<file path="config.mk">
export PLATFORM = sky130hd
export DESIGN_NAME = mux16_arbiter
export DESIGN_NICKNAME = d
export VERILOG_FILES = /design/src/rtl/mux16_arb_pkg.sv /design/src/rtl/mux16_arbiter_rr_pick.sv /design/src/rtl/mux16_arbiter.sv
export SDC_FILE = /design/constraint.sdc
export NUM_CORES = 1
export LEC_CHECK = 0
export CAP_MARGIN = 20
export CORE_AREA = 2 2 39 41
export DETAILED_ROUTE_END_ITERATION = 16
export DIE_AREA = 0 0 41 43
export GPL_ROUTABILITY_DRIVEN = 0
export GPL_TIMING_DRIVEN = 0
export HOLD_SLACK_MARGIN = 0.06
export PLACE_DENSITY = 0.71
export SYNTH_ARGS = -nofsm -noshare
export SYNTH_HDL_FRONTEND = slang
export SYNTH_HIERARCHICAL = 1
export SYNTH_SLANG_ARGS = --single-unit
</file>
<file path="constraint.sdc">
create_clock -name clk -period 4.17 [get_ports clk]
set_input_delay 0.834 -clock clk [delete_from_list [all_inputs] [get_ports clk]]
set_output_delay 0.834 -clock clk [all_outputs]
set_load 0.03 [all_outputs]
</file>
<file path="src/rtl/mux16_arb_pkg.sv">
// Shared types and constants for the mux16 round-robin arbiter.
// Requester index equals the mux16 sel code it owns.
package mux16_arb_pkg;

    typedef enum logic [1:0] {
        IDLE    = 2'd0,
        CAPTURE = 2'd1,
        GRANT   = 2'd2
    } state_t;

    localparam logic [1:0] SEL_A  = 2'd0;
    localparam logic [1:0] SEL_B  = 2'd1;
    localparam logic [1:0] SEL_RS = 2'd2;
    localparam int         NREQ   = 3;

    function automatic logic [NREQ-1:0] owner_onehot(input logic [1:0] idx);
        case (idx)
            SEL_A:   return 3'b001;
            SEL_B:   return 3'b010;
            SEL_RS:  return 3'b100;
            default: return 3'b000;
        endcase
    endfunction

endpackage

</file>
<file path="src/rtl/mux16_arbiter_rr_pick.sv">
// Combinational 3-way round-robin picker: search starts one past the last
// winner and wraps; win is meaningless when any is low.
module rr_pick
    import mux16_arb_pkg::*;
(
    input  logic [NREQ-1:0] req,
    input  logic [1:0]      last,
    output logic [1:0]      win,
    output logic            any
);

    always_comb begin
        any = |req;
        win = SEL_A;
        case (last)
            SEL_A: begin
                if (req[1])      win = SEL_B;
                else if (req[2]) win = SEL_RS;
                else             win = SEL_A;
            end
            SEL_B: begin
                if (req[2])      win = SEL_RS;
                else if (req[0]) win = SEL_A;
                else             win = SEL_B;
            end
            default: begin
                if (req[0])      win = SEL_A;
                else if (req[1]) win = SEL_B;
                else             win = SEL_RS;
            end
        endcase
    end

endmodule

</file>
<file path="src/rtl/mux16_arbiter.sv">
// Round-robin arbiter/sequencer driving mux16 sel and rs_new.
// Define MUX16_ARB_TIMEOUT_EN to build the MAX_HOLD grant timeout.
module mux16_arbiter
    import mux16_arb_pkg::*;
#(
    parameter int unsigned MAX_HOLD = 8
) (
    input  logic            clk,
    input  logic            rst,
    input  logic [NREQ-1:0] req,
    output logic [NREQ-1:0] gnt,
    output logic [1:0]      sel,
    output logic            rs_new,
    output logic            busy
);

    localparam logic [7:0] HOLD_LAST = 8'(MAX_HOLD - 1);

    state_t          state, state_n;
    logic [1:0]      owner, owner_n;
    logic [1:0]      win;
    logic            any;
    logic            owner_req;
    logic            timeout;
    logic [NREQ-1:0] gnt_n;
    logic [1:0]      sel_n;
    logic            rs_new_n;
    logic            busy_n;

    // owner doubles as last_owner: it keeps the most recent winner after release
    rr_pick u_pick (
        .req  (req),
        .last (owner),
        .win  (win),
        .any  (any)
    );

    assign owner_req = |(req & owner_onehot(owner));

`ifdef MUX16_ARB_TIMEOUT_EN
    logic [7:0] hold_cnt;

    assign timeout = (hold_cnt == HOLD_LAST) && |(req & ~owner_onehot(owner));

    // Saturating at HOLD_LAST keeps a lone owner granted yet able to time out later
    always_ff @(posedge clk or posedge rst) begin
        if (rst) begin
            hold_cnt <= 8'd0;
        end else if (state == GRANT && state_n == GRANT) begin
            if (hold_cnt != HOLD_LAST) begin
                hold_cnt <= hold_cnt + 8'd1;
            end
        end else begin
            hold_cnt <= 8'd0;
        end
    end
`else
    logic hold_unused;

    assign hold_unused = ^HOLD_LAST;
    assign timeout     = 1'b0;
`endif

    always_comb begin
        state_n = state;
        owner_n = owner;
        case (state)
            IDLE: begin
                if (any) begin
                    owner_n = win;
                    state_n = (win == SEL_RS) ? CAPTURE : GRANT;
                end
            end
            CAPTURE: state_n = req[2] ? GRANT : IDLE;
            GRANT:   if (!owner_req || timeout) state_n = IDLE;
            default: state_n = IDLE;
        endcase
    end

    // Outputs decoded from next state so they change on the same edge as state
    always_comb begin
        gnt_n    = '0;
        sel_n    = sel;
        rs_new_n = 1'b0;
        busy_n   = (state_n != IDLE);
        case (state_n)
            CAPTURE: begin
                sel_n    = SEL_RS;
                rs_new_n = 1'b1;
            end
            GRANT: begin
                gnt_n = owner_onehot(owner_n);
                sel_n = owner_n;
            end
            default: ;
        endcase
    end

    always_ff @(posedge clk or posedge rst) begin
        if (rst) begin
            state  <= IDLE;
            owner  <= SEL_RS;
            gnt    <= '0;
            sel    <= SEL_A;
            rs_new <= 1'b0;
            busy   <= 1'b0;
        end else begin
            state  <= state_n;
            owner  <= owner_n;
            gnt    <= gnt_n;
            sel    <= sel_n;
            rs_new <= rs_new_n;
            busy   <= busy_n;
        end
    end

endmodule

</file>
==> results of run 1 <==
## through the flow
step,hold slack (ns),instance area [sq um],util [%]
2_1_floorplan,0.581,594,-
3_3_place_gp,0.487,724,52.4
3_5_place_dp,0.491,724,52.4
4_1_cts,0.527,751,54.2
5_1_grt,0.539,751,54.2
6_report,0.519,751,54.2
## layout by cell type, fill, tap and decap left out
| cell | count |
|---|---|
| sky130_fd_sc_hd__nor3b_1 | 1 |
| sky130_fd_sc_hd__clkbuf_1 | 1 |
| sky130_fd_sc_hd__inv_1 | 4 |
| sky130_fd_sc_hd__nand2_1 | 4 |
| sky130_fd_sc_hd__mux2i_1 | 1 |
| sky130_fd_sc_hd__clkdlybuf4s50_1 | 11 |
| sky130_fd_sc_hd__nand2b_1 | 2 |
| sky130_fd_sc_hd__o22a_1 | 1 |
| sky130_fd_sc_hd__a21boi_0 | 2 |
| sky130_fd_sc_hd__clkbuf_4 | 3 |
| sky130_fd_sc_hd__mux2_4 | 2 |
| sky130_fd_sc_hd__a31o_1 | 1 |
| sky130_fd_sc_hd__nor2b_1 | 2 |
| sky130_fd_sc_hd__xor2_1 | 1 |
| sky130_fd_sc_hd__or3_1 | 1 |
| sky130_fd_sc_hd__buf_6 | 1 |
| sky130_fd_sc_hd__o21ai_1 | 2 |
| sky130_fd_sc_hd__o21a_1 | 1 |
| sky130_fd_sc_hd__ha_1 | 3 |
| sky130_fd_sc_hd__dfrtp_1 | 10 |
| sky130_fd_sc_hd__a21oi_1 | 2 |
| sky130_fd_sc_hd__a22oi_1 | 1 |
| sky130_fd_sc_hd__and2_4 | 1 |
| sky130_fd_sc_hd__a2bb2oi_1 | 1 |
| sky130_fd_sc_hd__nor2_1 | 4 |
| sky130_fd_sc_hd__dfstp_2 | 1 |
| sky130_fd_sc_hd__nand3b_1 | 4 |
| sky130_fd_sc_hd__nor3_1 | 3 |
| sky130_fd_sc_hd__o22ai_1 | 1 |
## where the power goes
group	switching (W)	internal, W	total (W)	leakage, nW
Clock	0.0000323	0.0000370	0.0000692	0.0150
Sequential	0.0000389	0.000156	0.000195	0.137
Combinational	0.000187	0.000180	0.000367	0.188
## kinds of logic (layout without fill, tap and decap cells)
| family | after synthesis | after routing | synth area share (%) |
|---|---|---|---|
| muxes | 3 | 3 | 6.74 |
| buffers and inverters | 5 | 20 | 4.42 |
| DFF | 11 | 11 | 46.5 |
| xor gates and xnor gates | 1 | 1 | 1.47 |
| AOI/OAI and AO/OA | 12 | 12 | 13.9 |
| adders and majority gates | 3 | 3 | 6.32 |
| and+or+nand+nor | 22 | 22 | 20.6 |
## path summary, 6_finish.rpt
| path | slack (ns) | start | endpoint | cells after the start |
|---|---|---|---|---|
| setup reg to reg | 2.09 | owner[1]$_DFF_PP1_ | sel[0]$_DFFE_PP0P_ | 7 |
| hold reg to reg | 0.52 | sel[1]$_DFFE_PP0P_ | sel[1]$_DFFE_PP0P_ | 1 |
| max in group asynchronous | 3.00 | rst | owner[1]$_DFF_PP1_ | 2 |
| setup / recovery | 1.56 | req[0] | sel[1]$_DFFE_PP0P_ | 7 |
| min in group asynchronous | 0.85 | rst | busy$_DFF_PP0_ | 2 |
| hold / removal | 0.52 | sel[1]$_DFFE_PP0P_ | sel[1]$_DFFE_PP0P_ | 1 |
## cell type report
class | instances | share of cell area (%)
plain buffers | 1 | 1.50
flip-flops and latches | 11 | 36.8
multi-input cells | 41 | 38.8
inverters | 4 | 2.00
repair buffers | 11 | 14.7
well taps | 16 | 2.67
clock buffers | 4 | 3.50
## metal layers
layer | vias up | global-route usage, % | wire [um]
met5 | - | 0 | 0
met4 | 0 | 2.00 | 0
met3 | 0 | 7.33 | 65
met2 | 9 | 21.3 | 477
met1 | 194 | 21.2 | 469
li1 | 229 | - | -
## worst register-to-register path: stages, from the launching register on
cell and delay (ns):
sky130_fd_sc_hd__dfstp_2 0.65, sky130_fd_sc_hd__mux2i_1 0.11, sky130_fd_sc_hd__o21ai_1 0.29, sky130_fd_sc_hd__nor2b_1 0.21
sky130_fd_sc_hd__nand2_1 0.13, sky130_fd_sc_hd__ha_1 0.36, sky130_fd_sc_hd__nor2b_1 0.06, sky130_fd_sc_hd__a31o_1 0.17
## flip-flops by register name, indices dropped and copies added (netlist names)
name,cells
busy,1
gnt,3
owner,2
sel,2
rs_new,1
state,2
==> results.txt, run 1 <==
The flow ran to the end, and the final reports show no timing, DRC or antenna violations. The post-detailed-route via-to-cell ratio works out to 4.91. The placed cell count is 84, and the die outline area is 0.00176 sq mm. The signal on the critical path passes through clkdlybuf4s50_1 > or3_1 > and2_4 > buf_6 > a2bb2oi_1 > ha_1 > o22a_1. Derived from the worst setup path, the maximum achievable clock frequency is 384 MHz. Registers take 277 sq um. The clock drives 11 sinks.

In this run, distinct cell masters in the synthesized netlist total 26. For this design, the CTS-stage hold fixing added 0 buffers. For the final database, setup skew stands at 0.00521 ns. The number of pins exceeding their max-slew limit in the final report was 0.

For the worst setup path, the data required time is 4.32 ns. The detail route stage leaves a number of antenna-violating nets equal to 0. Setup repair after global routing left no endpoint under its margin. The worst setup path is of the in -> reg kind. The count of H-tree levels built during CTS came out at 1. The number of antenna violations at the first check in global routing was 0; the share of synthesized area occupied by flip-flops and latches was 46.5%. The clock passes through at most 2 buffers. Before antenna repair, the detailed router went through 4 iterations.

IR analysis of the VDD net gives a maximum drop of 0.505 mV. The number of buffers added by the clock tree synthesis step is 3, and the static leakage power is 0.340 nW. After detailed routing, the average wire length per cell comes to 11.5 um.

Once routing completed, OpenROAD measured the worst setup slack at 1.56 ns. The routed layout has 432 vias. A synthesized cell averages 10.4 sq um. The warning count from the yosys run was 6. For this design the top-level I/O count stands at 12. The slowest stage of the critical path belongs to the cell sky130_fd_sc_hd__clkdlybuf4s50_1.

The number of flops mapped to enable cells by yosys was 0; the die outline height was 43 um. The type of the worst min-delay path was reg -> reg. After clock tree synthesis, the clock-pin slew on the worst setup and hold paths is 0.06 ns. The total overflow left after global routing is 0. The growth of design area from synthesis to finish is 26.3%, and the number of buffers added for setup after CTS is 0. In the post-synthesis netlist, the biggest area contributors are sky130_fd_sc_hd__dfrtp_1 (42%), sky130_fd_sc_hd__ha_1 (6.3%), sky130_fd_sc_hd__mux2_4 (5.1%). The biggest cell delay along the critical path works out to 0.47 ns. Fill cells in the final layout number 121. The run gives 405 as the via count of the first global-routing pass. Overall power consumption after layout is estimated at 0.000631 W. The number of instances resized during post-cts repair came out at 0.

The kind of cell adding the most delay to the critical path was buffers and inverters. 0 antenna diodes ended up in the layout. Input and output buffers added on the ports amount to 11. Clock tree synthesis selected as its root buffer the cell sky130_fd_sc_hd__clkbuf_4. The area share of the largest cell type after synthesis works out to 42.1%. Dividing the final minimum period by the clock period gives 62.5%. The run gives 81 as the layout net count. The run gives 0 as the final hold violation count. By instance count, the leading cell after synthesis is sky130_fd_sc_hd__dfrtp_1.

The pin count of the biggest net entering global routing is 13, and the gate count after technology mapping is 57. The worst path needs 2.61 ns of the cycle, external delays included. In the final layout, the multi-input gates occupy 292 sq um. For this run, the total global-route usage over all layers was measured as 15.0%. The register bit total from synthesis was 11. At the worst endpoint, the arrival time is 2.75 ns. The tools report the sort of element at the end of the critical path as a flop. Setup violations remaining at the end of the flow were counted as 0. Among all flip-flop cells after synthesis, the most frequent one is sky130_fd_sc_hd__dfrtp_1.

The die extent in x works out to 41 um. The max-capacitance violation count is 0, and the sum of routed wire length over all layers is 1.01 mm. STA classifies the critical path startpoint as an input port. Counting instances in the post-synthesis netlist gives the leading cell types as sky130_fd_sc_hd__dfrtp_1 (10), sky130_fd_sc_hd__inv_1 (4), sky130_fd_sc_hd__nand2_1 (4), sky130_fd_sc_hd__nand3b_1 (4), sky130_fd_sc_hd__nor2_1 (4). The tools report the remaining max-slew budget at the tightest pin as 73.8%. The cell area that synthesis handed to floorplanning was 594 sq um. The setup total negative slack is 0 ns. The region available for standard cell placement spans 0.00138 sq mm. After detailed routing, the number of remaining DRC violations is 0. Counting both buffers and inverters, the worst setup path holds a total of 2. The tools report the post-placement setup slack as 1.29 ns. TritonCTS built the clock tree. Starting DRC count in detailed routing: 5.

The maximum fanout count along the critical path was 6. The initial utilization of the core area, before any placement, comes to 42.9%. The dominant cell type by area after synthesis is sky130_fd_sc_hd__dfrtp_1.

The fraction of registers with async set/reset is 100%. The later pin in the worst-skew pair is clocked with a latency of 0.26 ns. In this run the core area contains 14 standard-cell rows. Filler-free cell count of the finished design: 88. The first global-routing pass estimated 1.78 mm of wire.

Detailed placement finished with a half-perimeter wire length of 728 um. Synthesis produced a netlist with a net count of 65. Transition time of the tightest slew-check pin: 0.392 ns. For this design the ratio of total power to cell area is 841 mW/mm^2. Cells with a size suffix above 1 make up 11.1% of the layout.
(Power assumes the default switching activity.)
==> run 2: changes to the inputs <==
==> constraint.sdc (replaced) <==
create_clock -name clk -period 2.4 [get_ports clk]
set_input_delay 0.48 -clock clk [delete_from_list [all_inputs] [get_ports clk]]
set_output_delay 0.48 -clock clk [all_outputs]
set_load 0.03 [all_outputs]
==> results of run 2 <==
The final DEF is identical to that of run 1. Status: completed.
Main changes from that run: setup slack after placement 1.29 ns -> -0.127 ns; clock-pin slew on the worst setup and hold paths 0.06 ns -> 0.07 ns; setup slack after layout 1.56 ns -> 0.147 ns; hold slack 0.519 ns -> 0.493 ns; register-to-register setup slack 2.09 ns -> 0.32 ns; total power 0.000631 W -> 0.00110 W; worst IR drop on VDD 0.505 mV -> 0.877 mV
==> patch (flow settings as in run 2) <==
Encoding of `state_t`: now one-hot (3 bits for 3 states).
--- a/src/rtl/mux16_arb_pkg.sv
+++ b/src/rtl/mux16_arb_pkg.sv
@@ -4,6 +4,6 @@
 
-    typedef enum logic [1:0] {
-        IDLE    = 2'd0,
-        CAPTURE = 2'd1,
-        GRANT   = 2'd2
+    typedef enum logic [2:0] {
+        IDLE    = 3'b001,
+        CAPTURE = 3'b010,
+        GRANT   = 3'b100
     } state_t;
Formal check against the unedited RTL: no difference found for any inputs over 10 cycles, from zero or initial values and one cycle with rst high; not proved beyond that.
==> patch against run 2 <==
Register-to-register slack gained 550 ps. Final area increased by 1.3%. Area after synthesis unchanged. Combinational power decreased by 26%. Setup slack improved by 370 ps. Critical path depth shrank 3. Utilization is 0.72 points higher. Global-route usage grew 3.2 points. Die area stayed put. Final cell count rose by 1.1%. Power is 8.3% lower. Wire length grew 22%. Sequential cell count up 1. Non-clock buffer count decreased by 1. Largest power group unchanged.
==> patch: results (changes against run 2) <==
status: finished clean (unchanged)
initial antenna violation count: 0 (unchanged)
clock latency on the worst-skew pair: 280 ps (was 260 ps)
switch share: 41.1% (was 40.9%)
Worst slew margin: 70.4% (was 73.8%)
post_cts resized: 0 (unchanged)
met3 Use GR: 4.19% (was 7.33%)
post-synthesis compound-gate area fraction: 19.4% (was 13.9%)
delay-heaviest family, CP: simple AND/OR/NAND/NOR gates (was buffers and inverters)
Fin Clk Skew: 6.90 ps (was 5.21 ps)
maximum clock frequency: 532 MHz (was 444 MHz)
Syn Nets: 63 (was 65)
share of layout cells above drive strength 1: 16.4% (was 11.1%)
GRT Resource Usage Total: 18.2% (was 15.0%)
detailed-route via count: 490 (was 432)
maximum vdd ir drop: 0.000651 V (was 0.000877 V)
Net count, final: 79 (was 81)
first-pass GRT wire length: 2120 um (was 1780 um)
most instantiated cells after synthesis: 10 x dfrtp_1, 9 x nand2_1, 5 x nor2_1, 4 x inv_1 (was 10 x dfrtp_1, 4 x inv_1, 4 x nand2_1, 4 x nand3b_1, 4 x nor2_1)
Seq/Total Area, Yosys: 50.9% (was 46.5%)
grt met2 use: 23.8% (was 21.3%)
routed len/inst: 13.8 um (was 11.5 um)
adder-cell area share of the yosys netlist: 0% (was 6.32%)
XOR/XNOR Fraction of Synth Area: 0% (was 1.47%)
crit-path max FO: 7 (was 6)
vias in the first global route: 495 (was 405)
post-synth cell types: 27 (was 26)
Yosys warnings: 6 (unchanged)
DP Worst Slack: 233 ps (was -127 ps)
Max clock buf depth: 2 (unchanged)
WP data arrival: 2050 ps (was 2400 ps)
leak pwr: 0.331 nW (was 0.340 nW)
Port Buffer Count: 11 (unchanged)
DP HPWL: 912 um (was 728 um)
mux cell area share after synthesis: 3.37% (was 6.74%)
met1 Use GR: 24.9% (was 21.2%)
R2R Setup Slk: 870 ps (was 320 ps)
ranking of synthesized cells by area: dfrtp_1 42%, dfstp_2 8.8%, nand2_1 5.7% (was dfrtp_1 42%, ha_1 6.3%, mux2_4 5.1%)
initial drt markers: 9 (was 5)
[patch: cell types whose count changed after synthesis, moves of 2 or more]
cell / delta
and2_1: +2
nand3b_1: -2
nor3_1: -3
a21boi_0: -2
mux2_4: -2
nand2_1: +5
ha_1: -3
[patch: area by class of cell]
class                   instances  area [um2]
clock buffers                   4        36.3
multi-input cells              42         277
fillers                       132         623
well taps                      16        20.0
flip-flops and latches         12         303
inverters                       4        15.0
repair buffers                 11         110
[patch: worst reg2reg max path, cell delays in order, from the launching register on]
cell and delay, ps:
dfstp_2 640, nand2_1 120, o221ai_2 230, a21oi_2 120, a221o_1 310
[patch: power by group through the flow]
stage	combinational (mW)	sequential, mW	clock, mW
finish	0.474	0.367	0.164
global route	0.519	0.382	0.174
CTS	0.476	0.367	0.169
detailed placement	0.473	0.372	0
global placement	0.464	0.368	0
floorplan	0.256	0.433	0
[patch: routing by layer]
layer | up-vias | part of all wire [%]
met5 | - | 0
met4 | 0 | 2.5
met3 | 3 | 4.4
met2 | 17 | 46
met1 | 233 | 47
li1 | 237 | -
[patch: worst paths after layout]
check | start | end | depth (start not counted)
setup / recovery | req[1] | sel[0]$_DFFE_PP0P_ | 4
hold / removal | rst | gnt[2]$_DFF_PP0_ | 2
setup reg to reg | owner[1]$_DFF_PP1_ | sel[0]$_DFFE_PP0P_ | 4
hold reg to reg | sel[1]$_DFFE_PP0P_ | sel[1]$_DFFE_PP0P_ | 1
max in group asynchronous | rst | owner[1]$_DFF_PP1_ | 2
min in group clk | sel[1]$_DFFE_PP0P_ | sel[1]$_DFFE_PP0P_ | 1
[patch: per-stage QoR]
stage,hold slack [ps],utilization (%),cells
after CTS,492,55.0,89
after detailed placement,474,52.4,85
after global placement,471,52.4,85
after floorplan,343,-,58
final,491,55.0,89
after global routing,497,55.0,89
